<file path="src/rtl/inst_fetch_queue.sv">
// Instruction-fetch front end: sequential PC generation, credit-limited memory
// requests, in-order response capture into a prefetch FIFO, and jump redirect/flush.
module inst_fetch_queue #(
  parameter int                ADDR_W   = 32,
  parameter int                DATA_W   = 32,
  parameter int                DEPTH    = 4,
  parameter logic [ADDR_W-1:0] RESET_PC = '0,
  parameter int                PC_STEP  = 4
) (
  input  logic                         clk,
  input  logic                         rst,
  input  logic                         hold,
  input  logic                         jump_flag,
  input  logic [ADDR_W-1:0]            jump_addr,
  output logic                         imem_req_valid,
  input  logic                         imem_req_ready,
  output logic [ADDR_W-1:0]            imem_req_addr,
  input  logic                         imem_rsp_valid,
  input  logic [DATA_W-1:0]            imem_rsp_data,
  output logic                         id_valid,
  input  logic                         id_ready,
  output logic [ADDR_W-1:0]            id_pc,
  output logic [DATA_W-1:0]            id_inst,
  output logic [$clog2(DEPTH+1)-1:0]   fifo_count
);

  localparam int CNT_W = $clog2(DEPTH + 1);
  localparam int PTR_W = $clog2(DEPTH);

  logic [ADDR_W-1:0] pc;
  logic [ADDR_W-1:0] rsp_pc;
  logic [CNT_W-1:0]  outstanding;
  logic [CNT_W-1:0]  discard;
  logic [CNT_W-1:0]  count;
  logic [PTR_W-1:0]  wr_ptr;
  logic [PTR_W-1:0]  rd_ptr;
  logic [ADDR_W-1:0] fifo_pc   [DEPTH];
  logic [DATA_W-1:0] fifo_inst [DEPTH];

  logic              credit_ok;
  logic              req_fire;
  logic              push;
  logic              pop;
  logic              rsp_drop;
  logic [CNT_W-1:0]  rsp_dec;
  logic [CNT_W-1:0]  live_after_rsp;

  // Credits cover both buffered and in-flight entries, so every response has a slot.
  always_comb begin
    credit_ok      = ({1'b0, count} + {1'b0, outstanding}) < (CNT_W + 1)'(DEPTH);
    imem_req_valid = rst && !hold && !jump_flag && credit_ok;
    imem_req_addr  = pc;
    req_fire       = imem_req_valid && imem_req_ready;
    rsp_dec        = CNT_W'(imem_rsp_valid);
    live_after_rsp = outstanding - rsp_dec;
    rsp_drop       = imem_rsp_valid && (discard != '0);
    push           = imem_rsp_valid && !jump_flag && (discard == '0);
    id_valid       = !hold && (count != '0);
    pop            = id_valid && id_ready && !jump_flag;
    id_pc          = fifo_pc[rd_ptr];
    id_inst        = fifo_inst[rd_ptr];
    fifo_count     = count;
  end

  always_ff @(posedge clk or negedge rst) begin
    if (!rst) begin
      pc          <= RESET_PC;
      rsp_pc      <= RESET_PC;
      outstanding <= '0;
      discard     <= '0;
      count       <= '0;
      wr_ptr      <= '0;
      rd_ptr      <= '0;
      for (int unsigned i = 0; i < DEPTH; i++) begin
        fifo_pc[i]   <= '0;
        fifo_inst[i] <= '0;
      end
    end else if (jump_flag) begin
      // Everything still in flight after this cycle's response belongs to the old stream.
      pc          <= jump_addr;
      rsp_pc      <= jump_addr;
      outstanding <= live_after_rsp;
      discard     <= live_after_rsp;
      count       <= '0;
      wr_ptr      <= '0;
      rd_ptr      <= '0;
    end else begin
      if (req_fire) begin
        pc <= pc + ADDR_W'(PC_STEP);
      end
      if (push) begin
        fifo_pc[wr_ptr]   <= rsp_pc;
        fifo_inst[wr_ptr] <= imem_rsp_data;
        wr_ptr            <= wr_ptr + 1'b1;
        rsp_pc            <= rsp_pc + ADDR_W'(PC_STEP);
      end
      if (pop) begin
        rd_ptr <= rd_ptr + 1'b1;
      end
      if (rsp_drop) begin
        discard <= discard - 1'b1;
      end
      count       <= count + CNT_W'(push) - CNT_W'(pop);
      outstanding <= outstanding + CNT_W'(req_fire) - rsp_dec;
    end
  end

endmodule

</file>
<file path="config.mk">
export PLATFORM = sky130hd
export DESIGN_NAME = inst_fetch_queue
export DESIGN_NICKNAME = d
export VERILOG_FILES = /design/src/rtl/inst_fetch_queue.sv
export SDC_FILE = /design/constraint.sdc
export NUM_CORES = 1
export LEC_CHECK = 0
export ABC_AREA = 1
export BUFFER_PORTS_ARGS = -buffer_cell sky130_fd_sc_hd__buf_4
export CAP_MARGIN = 20
export CORE_ASPECT_RATIO = 1.4
export CORE_MARGIN = 2
export CORE_UTILIZATION = 55
export DETAILED_ROUTE_END_ITERATION = 10
export PLACE_DENSITY = 0.75
export SETUP_SLACK_MARGIN = 0.2
export SLEW_MARGIN = 20
export SYNTH_ARGS = -nofsm -noshare
export SYNTH_HDL_FRONTEND = slang
export SYNTH_SLANG_ARGS = --single-unit
</file>
<file path="constraint.sdc">
create_clock -name clk -period 3.23 [get_ports clk]
set_clock_uncertainty 0.15 [all_clocks]
set_input_delay 0.323 -clock clk [delete_from_list [all_inputs] [get_ports clk]]
set_output_delay 0.323 -clock clk [all_outputs]
set_load 0.01 [all_outputs]
</file>
==> out/results.tsv <==
stage	metric	value	unit
clock_tree	clkTransAtPathRegs	0.07	ns
synthesis	ys_seq_area_frac	0.521	
synthesis	synth_area	16000	µm²
drt	routed_wl	43.0	mm
grt	met2_usage	0.482	
synthesis	yosys_warnings	0	
synthesis	async_reset_ff_frac	1.00	
drt	via_count	14434	
synthesis	synth_ff_type	dfrtp_1	
clock_tree	numClockSinks	333	
floorplan	dieArea	30500	µm²
worst_setup_path	cp_slowest_stage_delay	0.49	ns
synthesis	ys_ff_latch	333	
floorplan	die_x	148	µm
drt	drt-initial-drc-count	994	
grt	grtUsageTotal	0.284	
worst_setup_path	crit_top_cell	buf_4	
synthesis	synth_most_common_cell	nand2_1	
sta	tightestPinTransition	1.01	ns
clock_tree	cts_buffer_depth	3	
sta	finalCritPeriodShare	0.880	
worst_setup_path	cp.arrival	2.37	ns
grt	grt_max_degree	173	
grt	antenna_found_initial	0	
floorplan	rows	73	
sta	grt_setup_unrepaired	no	
layout	drive_above_1_share	0.124	
drt	post_drt_wl_per_cell	16.8	µm
pwr	power_frac_comb	0.276	
layout	area_delta_synth_final	19.8	%
worst_setup_path	crit_type	reg -> out	
pwr	vdd.ir_drop.worst	0.302	mV
grt	grt_pass1_wl	70.4	mm
worst_setup_path	startpoint_type	register	
sta	setup_viol	0	
clock_tree	clock-root-buffer	clkbuf_16	
sta	finalCriticalPeriod	2.84	ns
drt	dr.pass1.iters	6	
synthesis	synth_area_leaders	dfrtp_1 52%, nand2_1 12%, o21ai_1 8.0%	
placement	io_buffers	171	
drt	route.detailed.drc	0	
worst_setup_path	cp_top_family	buffers and inverters	
synthesis	synthTopCellsByCount	494 x nand2_1, 333 x dfrtp_1, 257 x o21ai_1	
grt	grt.overflow.total	0	
worst_setup_path	cp.required	2.76	ns
floorplan	coreArea	28500	µm²
clock_tree	cts_buffers	34	
pwr	p_int	8990	µW
min_path	hp-class	in -> reg	
floorplan	die_height	206	µm
clock_tree	worstSkewPairLatency	0.52	ns
layout	stdcell_area	19200	µm²
clock_tree	htreeDepth	2	
worst_setup_path	end_kind	output pin	
layout	register_area	8340	µm²
worst_setup_path	slowest_stage	inv_2	
sta	relSlewSlack	0.329	
pwr	p_leak	0.00934	µW
pwr	p_per_area	689	nW/µm²
pwr	clock_power_share	0.298	
clock_tree	tritoncts	built	
synthesis	avgSynthCellArea	8.04	µm²
synthesis	ys_types	40	
pwr	power_frac_seq	0.426	
grt	use_met3	0.0370	
layout	multi_input_area	6550	µm²
floorplan	start_util	0.561	
sta	fin_tns_setup	0	ns
synthesis	yosys.area.top_type_share	0.521	
clock_tree	post_cts_buffers	0	
synthesis	synth_cells	1989	
drt	antenna_left	0	
grt	use_met1	0.364	
sta	hold_viol_final	0	
synthesis	yosys.area.top_type	dfrtp_1	
floorplan	ios	172	
sta	max_freq	0.352	GHz
pwr	p_sw_frac	0.319	
layout	fillers	2364	
synthesis	synth-edff-count	0	
synthesis	syn-num-nets	2078	
placement	hpwl	26.8	mm
placement	placed_cell_area	17400	µm²
grt	first_global_vias	14101	
job	cap_violations	0	
status	status	complete, no violations	
drt	vias_per_cell	5.64	
worst_setup_path	path_cells	inv_2 > buf_4 > o21ai_0 > o22ai_1 > buf_4	
worst_setup_path	crit_fanout	33	
worst_setup_path	worst-path-buf-inv	3	
grt	grt-busiest-layer	met2	
pwr	p_sw	4210	µW
sta	finalMaxSlewViolations	0	
layout	nets	2251	
placement	gp_congestion	0.969	
layout	antenna_cells	0	
## power by group through the flow
stage	clock [µW]	sequential (µW)	combinational, µW
after floorplan	0	5550	2090
after global placement	0	5640	3480
after detailed placement	0	5670	3580
after CTS	3990	5610	3670
after global routing	4170	5720	4070
final	3930	5620	3640
## cells in the final DEF (no fill, tap or decap), types with 3 or more instances in the layout
cell type,netlist,layout
a21oi_1,23,23
a22oi_1,3,3
a31oi_1,6,6
buf_12,0,7
buf_4,5,181
clkbuf_1,37,7
clkbuf_16,0,35
clkbuf_8,0,12
dfrtp_1,333,331
dlygate4sd3_1,0,64
ha_1,16,16
inv_1,137,135
inv_2,6,7
nand2_1,494,494
nand2_2,8,4
nand2_4,1,5
nand3_1,62,62
nand4_1,16,16
nor2_1,209,209
nor2_4,3,3
nor3_1,7,7
o211ai_1,13,13
o21ai_0,183,183
o21ai_1,257,257
o22ai_1,64,64
o31ai_1,3,3
xnor2_1,5,5
xor2_1,6,6
## cell families (layout without fill, tap and decap cells)
group | count (synthesis) | after routing | share of synthesized area
compound gates | 553 | 553 | 0.182
buf+inv | 261 | 455 | 0.0712
simple gates | 813 | 813 | 0.205
flops | 333 | 333 | 0.521
fa+ha+maj | 18 | 18 | 0.0150
xor+xnor | 11 | 11 | 0.00602
## final timing paths
path                                  start           endpoint  slack, ns  cells past startpoint
setup / recovery                  rd_ptr[1]           id_pc[9]       0.39                      5
hold / removal                jump_addr[29]  imem_req_addr[29]       0.02                      5
min in group asynchronous               rst   imem_req_addr[0]       0.11                      2
setup reg to reg              fifo_count[1]     outstanding[2]       0.69                     11
hold reg to reg            imem_req_addr[0]   imem_req_addr[0]       0.33                      2
max in group asynchronous               rst        fifo_pc[59]       1.57                      3
## layout make-up
type	instances	share of cell area
Sequential cell	333	0.435
Multi-Input combinational cell	1395	0.341
Timing Repair Buffer	253	0.112
Clock buffer	54	0.0557
Inverter	145	0.0287
Tap cell	375	0.0245
Clock inverter	3	0.00228
## registers in the layout, summed over array words and instances (netlist names)
signal         count
discard            3
fifo_count         3
fifo_inst        128
fifo_pc          128
imem_req_addr     32
outstanding        3
rd_ptr             2
rsp_pc            32
wr_ptr             2
## stage by stage
step	utilization	setup WS, ns	power (µW)	hold WS, ns	instances
after floorplan	-	0.492	7640	-0.123	1989
after global placement	0.611	0.750	9120	0.0559	2437
after detailed placement	0.611	0.683	9250	0.0595	2437
after CTS	0.673	0.366	13300	0.00573	2558
after global routing	0.673	0.275	14000	0.0279	2558
final	0.673	0.389	13200	0.0228	2558
## metal layers
metal  part of all wire  vias to the layer above
met5                  0                        -
met4              0.041                        0
met3              0.058                      112
met2               0.50                      507
met1               0.40                     6897
li1                   -                     6918
## worst register-to-register path, delay by kind of cell, from the launching register on
family	cells	cell delay [ns]
and+or+nand+nor	5	0.50
DFF	1	0.45
buffers and inverters	1	0.04
AOI/OAI and AO/OA	1	0.18
adders and majority gates	4	1.12
## repair_timing
action	4_1_cts	5_1_grt
endpoints found under the hold margin	210	0
resized for setup	0	0
hold buffers	64	0
Note: power is estimated with default switching activity, not from simulation.
